===== config.mk =====
export PLATFORM = sky130hd
export DESIGN_NAME = ysyx_23060025_ifu
export DESIGN_NICKNAME = d
export VERILOG_FILES = /design/src/rtl/ysyx_23060025_ifu_pkg.sv /design/src/rtl/ysyx_23060025_ifu.sv
export SDC_FILE = /design/constraint.sdc
export NUM_CORES = 1
export LEC_CHECK = 0
export CORE_AREA = 2 2 124 114
export DETAILED_ROUTE_END_ITERATION = 8
export DIE_AREA = 0 0 126 116
export PLACE_DENSITY = 0.71
export SYNTH_ARGS = -nofsm -noshare
export SYNTH_HDL_FRONTEND = slang
export SYNTH_SLANG_ARGS = --single-unit

===== constraint.sdc =====
create_clock -name clock -period 3.5 [get_ports clock]
set_input_delay 0.525 -clock clock [delete_from_list [all_inputs] [get_ports clock]]
set_output_delay 0.525 -clock clock [all_outputs]
set_load 0.01 [all_outputs]

===== src/rtl/ysyx_23060025_ifu_pkg.sv =====
// -----------------------------------------------------------------------------
// ysyx_23060025_ifu_pkg
//   Shared constants and types for the instruction fetch unit.
//   IFU_RESET_PC   : PC loaded on reset
//   IFU_ADDR_WIDTH : default PC / fetch address width
//   ifu_state_e    : fetch FSM state encoding (3 bits)
// -----------------------------------------------------------------------------
package ysyx_23060025_ifu_pkg;

   localparam logic [31:0] IFU_RESET_PC   = 32'h3000_0000;
   localparam int unsigned IFU_ADDR_WIDTH = 32;

   typedef enum logic [2:0] {
      S_IDLE       = 3'd0,
      S_REQ        = 3'd1,
      S_WAIT       = 3'd2,
      S_HOLD       = 3'd3,
      S_FENCE      = 3'd4,
      S_FENCE_WAIT = 3'd5
   } ifu_state_e;

endpackage


===== src/rtl/ysyx_23060025_ifu.sv =====
// -----------------------------------------------------------------------------
// ysyx_23060025_ifu
//   Instruction fetch unit. Holds the PC, issues one icache access per
//   instruction over psel/pready, buffers the returned word and hands
//   {inst, pc} to the IDU over a valid/ready handshake. EXU redirects and
//   fence.i are applied here; the icache invalidate is pulsed only while no
//   access is outstanding.
//
// Ports
//   clock, reset            : single clock, synchronous active-high reset
//   out_paddr / out_psel    : fetch request to icache (psel is a 1-cycle pulse)
//   in_pready / in_prdata   : icache response, data valid in the pready cycle
//   out_fence_flag          : 1-cycle icache invalidate pulse
//   in_jmp_valid / target   : EXU redirect pulse, target word-aligned here
//   in_fence_req            : fence.i, always accompanied by in_jmp_valid
//   out_valid / in_ready    : instruction buffer handshake to IDU
//   out_inst / out_pc       : buffered instruction and its PC
// -----------------------------------------------------------------------------
module ysyx_23060025_ifu
   import ysyx_23060025_ifu_pkg::*;
#(
   parameter int unsigned               ADDR_WIDTH = IFU_ADDR_WIDTH,
   parameter logic [ADDR_WIDTH-1:0]     RESET_PC   = ADDR_WIDTH'(IFU_RESET_PC)
) (
   input  logic                  clock,
   input  logic                  reset,
   output logic [ADDR_WIDTH-1:0] out_paddr,
   output logic                  out_psel,
   input  logic                  in_pready,
   input  logic [31:0]           in_prdata,
   output logic                  out_fence_flag,
   input  logic                  in_jmp_valid,
   input  logic [ADDR_WIDTH-1:0] in_jmp_target,
   input  logic                  in_fence_req,
   output logic                  out_valid,
   input  logic                  in_ready,
   output logic [31:0]           out_inst,
   output logic [ADDR_WIDTH-1:0] out_pc
);

   ifu_state_e            state_q, state_d;

   logic [ADDR_WIDTH-1:0] pc_q;
   logic [31:0]           inst_q;
   logic [ADDR_WIDTH-1:0] inst_pc_q;

   logic                  pend_valid_q;
   logic                  pend_fence_q;
   logic [ADDR_WIDTH-1:0] pend_target_q;

   logic [ADDR_WIDTH-1:0] jmp_target_aligned;
   logic                  redirect_any;
   logic                  redirect_fence;
   logic [ADDR_WIDTH-1:0] redirect_target;

   assign jmp_target_aligned = {in_jmp_target[ADDR_WIDTH-1:2], 2'b00};

   // A redirect arriving in the very cycle the icache answers is folded into
   // the pending one so it is not lost; the newest redirect always wins.
   assign redirect_any    = pend_valid_q | in_jmp_valid;
   assign redirect_fence  = in_jmp_valid ? in_fence_req       : pend_fence_q;
   assign redirect_target = in_jmp_valid ? jmp_target_aligned : pend_target_q;

   // ---------------------------------------------------------------- state reg
   always_ff @(posedge clock) begin
      if (reset) begin
         state_q <= S_IDLE;
      end else begin
         state_q <= state_d;
      end
   end

   // --------------------------------------------------------------- next state
   always_comb begin
      state_d = state_q;
      unique case (state_q)
         S_IDLE:  state_d = S_REQ;
         S_REQ:   state_d = S_WAIT;
         S_WAIT: begin
            if (in_pready) begin
               if (redirect_any) begin
                  state_d = redirect_fence ? S_FENCE : S_REQ;
               end else begin
                  state_d = S_HOLD;
               end
            end
         end
         S_HOLD: begin
            // A redirect overrides the sequential PC even if the IDU takes the
            // buffered instruction in the same cycle.
            if (in_jmp_valid) begin
               state_d = in_fence_req ? S_FENCE : S_REQ;
            end else if (in_ready) begin
               state_d = S_REQ;
            end
         end
         S_FENCE:      state_d = S_FENCE_WAIT;
         S_FENCE_WAIT: state_d = S_REQ;
         default:      state_d = S_IDLE;
      endcase
   end

   // ------------------------------------------------------------------ outputs
   always_comb begin
      out_psel       = (state_q == S_REQ);
      out_fence_flag = (state_q == S_FENCE);
      out_valid      = (state_q == S_HOLD);
      out_paddr      = pc_q;
      out_inst       = inst_q;
      out_pc         = inst_pc_q;
   end

   // ------------------------------------------------ PC, buffer, pending redirect
   always_ff @(posedge clock) begin
      if (reset) begin
         pc_q          <= RESET_PC;
         inst_q        <= '0;
         inst_pc_q     <= '0;
         pend_valid_q  <= 1'b0;
         pend_fence_q  <= 1'b0;
         pend_target_q <= '0;
      end else begin
         unique case (state_q)
            S_REQ: begin
               // The access cannot be aborted; remember the redirect instead.
               if (in_jmp_valid) begin
                  pend_valid_q  <= 1'b1;
                  pend_fence_q  <= in_fence_req;
                  pend_target_q <= jmp_target_aligned;
               end
            end
            S_WAIT: begin
               if (in_pready) begin
                  if (redirect_any) begin
                     pc_q <= redirect_target;
                  end else begin
                     inst_q    <= in_prdata;
                     inst_pc_q <= pc_q;
                  end
                  pend_valid_q <= 1'b0;
                  pend_fence_q <= 1'b0;
               end else if (in_jmp_valid) begin
                  pend_valid_q  <= 1'b1;
                  pend_fence_q  <= in_fence_req;
                  pend_target_q <= jmp_target_aligned;
               end
            end
            S_HOLD: begin
               if (in_jmp_valid) begin
                  pc_q <= jmp_target_aligned;
               end else if (in_ready) begin
                  pc_q <= pc_q + ADDR_WIDTH'(4);
               end
            end
            default: begin
            end
         endcase
      end
   end

   // The icache only answers an outstanding request.
   pready_only_in_wait : assert property (
      @(posedge clock) disable iff (reset) in_pready |-> (state_q == S_WAIT)
   );

endmodule

==> run_results.csv <==
group,metric,value,unit
global_route,grt_pass1_vias,5522,
drt,viasPerCell,5.64,
global_route,met2_usage,37.1,%
clock_tree,holdBufCountCts,0,
global_route,grt-ovfl-total,0,
floorplanning,fp.dieH,116,µm
logic_synthesis,synth_edf_count,0,
logic_synthesis,ys_seq_area_share,45.5,%
logic_synthesis,synthSimpleGateAreaFrac,25.2,%
logic_synthesis,synth_top_family_by_area,"simple AND/OR/NAND/NOR gates",
logic_synthesis,synthTopCellsByArea,"dfxtp_1, nand2_1, a21oi_1",
floorplanning,num_io_pins,169,
clock_tree,cts_tree,"yes",
global_route,grtUsageTotal,24.5,%
place,placed_cell_area,7620,µm²
logic_synthesis,syn_avg_cell_area,7.76,µm²
drt,wl_per_cell,16.7,µm
logic_synthesis,yosysTopAreaCell,"dfxtp_1",
worst_setup_path,r2r_cells,6,
drt,drc,0,
cells_and_area,final_area,8160,µm²
worst_setup_path,critPathMaxStageDelay,0.59,ns
logic_synthesis,syn_area,5850,µm²
global_route,grt_max_degree,77,
cells_and_area,area_growth,39.6,%
worst_setup_path,critPathTopFamily,"buffers and inverters",
logic_synthesis,synth_nets,824,
worst_setup_path,crit_slowest_cell,"clkdlybuf4s50_1",
floorplanning,coreArea,13200,µm²
sta,tightest_slew,1.13,ns
sta,fin_worst_skew,0.0148,ns
power_and_ir_drop,peakVddDrop,370,µV
floorplanning,fp.dieArea,14600,µm²
drt,dr.first_iter.drc_count,529,
sta,max_freq,389,MHz
drt,wl,18.0,mm
cells_and_area,fill_cells,1185,
clock_tree,numClockSinks,133,
job,maxCapViolCount,0,
sta,hold_viol,0,
logic_synthesis,synth_xor_area_share,0.300,%
worst_setup_path,arrival,2.05,ns
sta,report.final.slew_viol_count,0,
clock_tree,clockBufferDepth,2,
floorplanning,die_w,126,µm
sta,rsz0062_at_grt,"false",
logic_synthesis,synth_top_cell_area_share,45.5,%
cells_and_area,regArea,2660,µm²
drt,ant_nets,0,
power_and_ir_drop,power_leakage,0.00276,µW
power_and_ir_drop,power_density,449,nW/µm²
cells_and_area,n_antenna_cell,0,
sta,max-slew-margin-rel,24.4,%
place,dp_hpwl,12.5,mm
outcome,outcome,"complete, no violations",
logic_synthesis,async_flop_share,0,%
worst_setup_path,path_class,"reg -> out",
logic_synthesis,muxShareOfSynthArea,1.03,%
worst_setup_path,crit_cells,3,
worst_setup_path,crit_required,2.97,ns
logic_synthesis,synth_adder_area_share,0.214,%
logic_synthesis,synth-seq-cells,133,
drt,first_pass_iters,5,
sta,setup_violations,0,
clock_tree,cts_resized,0,
min_path,hold_path_class,"reg -> reg",
cells_and_area,drive_above_1_share,6.70,%
place,io_buffers,166,
clock_tree,root_buffer,"clkbuf_16",
drt,num_vias,6076,
worst_setup_path,cp_max_fo,11,
worst_setup_path,critPathBufInv,2,
sta,fin_crit_sh,73.5,%
global_route,grt_util_met1,33.0,%
floorplanning,placementRows,40,
sta,tns,0,ns
clock_tree,cts.htree.levels,4,
global_route,antenna_found_initial,0,
cells_and_area,mostFrequentLayoutCell,"nand2_1",
global_route,grt-busiest-layer,"met2",
logic_synthesis,synthCells,753,
place,gp_congestion,0.860,
worst_setup_path,end_kind,"output pin",
logic_synthesis,synth_compound_area_share,22.9,%
logic_synthesis,synth_cell_types,62,
worst_setup_path,cp_cell_sequence,"inv_1 -> nor3_1 -> clkdlybuf4s50_1",
clock_tree,insertion_delay,0.42,ns
cells_and_area,multi_input_comb_area,2910,µm²
clock_tree,numCtsBuffers,17,
floorplanning,initial_core_util,44.3,%
global_route,grt_pass1_wl,28.6,mm
sta,layout_min_cycle_time,2.57,ns
clock_tree,clkSlewWorstSetupHoldPaths,0.06,ns
worst_setup_path,cp-start-kind,"flip-flop",
cells_and_area,final_nets,968,
logic_synthesis,yosys_warnings,0,
logic_synthesis,dominantRegCellSynth,"dfxtp_1",
clock_tree,post_cts_buffers,0,
cells_and_area,final_cell_mix,"nand2_1, clkdlybuf4s50_1, dfxtp_1",
global_route,grtUsageMet3,7.02,%
min_path,holdPathStages,2,
flip-flops by register name, summed over array words and instances, names as in the netlist:
| signal | flops |
|---|---|
| out_pc | 32 |
| out_inst | 32 |
| pend_valid_q | 1 |
| state_q | 3 |
| out_paddr | 32 |
| pend_target_q | 32 |
| pend_fence_q | 1 |
final timing paths:
check | end | slack (ns) | start
max | out_psel | 0.93 | state_q[0]
min | out_pc[4] | 0.45 | out_pc[4]
max reg2reg | out_paddr[29] | 1.03 | state_q[0]
min reg2reg | out_pc[4] | 0.45 | out_pc[4]
power breakdown:
part	switching, µW	internal (µW)	total, µW	leakage [µW]
sequential	56.9	1570	1620	0.00108
clock	637	971	1610	0.000265
combinational	233	202	434	0.00142
total	926	2740	3660	0.00276
per-stage QoR:
step | hold slack (ns) | setup WS [ns] | utilization, % | std cells | total power (µW)
after detailed placement | 0.446 | 0.561 | 57.7 | 1046 | 2080
after global placement | 0.441 | 0.656 | 57.7 | 1046 | 2070
final | 0.451 | 0.928 | 61.8 | 1078 | 3660
after floorplan | 0.436 | 1.43 | - | 753 | 1870
after global routing | 0.470 | 0.850 | 61.8 | 1078 | 3800
after CTS | 0.453 | 0.929 | 61.8 | 1078 | 3680
cell usage after synthesis, types with 4 or more instances:
| cell | instances |
|---|---|
| and3_1 | 8 |
| mux2i_1 | 6 |
| a21oi_1 | 121 |
| a22o_1 | 6 |
| dfxtp_1 | 133 |
| o211ai_1 | 4 |
| nor2_1 | 24 |
| a31oi_1 | 7 |
| nand4_1 | 12 |
| clkbuf_1 | 40 |
| nor3b_1 | 6 |
| nand2b_1 | 4 |
| inv_1 | 6 |
| nor4_1 | 5 |
| nor3_1 | 17 |
| nand2_1 | 219 |
| buf_2 | 12 |
| a32o_1 | 6 |
| o21ai_0 | 23 |
| nand3_1 | 14 |
| a22oi_1 | 9 |
worst min-delay path: stages, from the launching register on:
cell and delay, ns:
dfxtp_1 0.30, nand2_1 0.05, a21oi_1 0.05
routing by layer:
layer	up-vias	part of all wire [%]
met1	2810	45
met5	-	0
li1	2937	-
met4	0	2.2
met3	29	8.6
met2	300	44
final cells by class:
| class | instances | area share (%) |
|---|---|---|
| Inverter | 6 | 0.276 |
| Sequential cell | 133 | 32.6 |
| Clock inverter | 9 | 0.644 |
| Clock buffer | 23 | 5.98 |
| Multi-Input combinational cell | 556 | 35.7 |
| Timing Repair Buffer | 183 | 22.2 |
| Tap cell | 168 | 2.58 |
kinds of logic after synthesis:
logic type | after synthesis
compound gates | 218
mux | 6
fa+ha+maj | 1
xor+xnor | 2
flops | 133
buf+inv | 64
simple gates | 329
No activity file was read; power rests on OpenSTA's default activity.
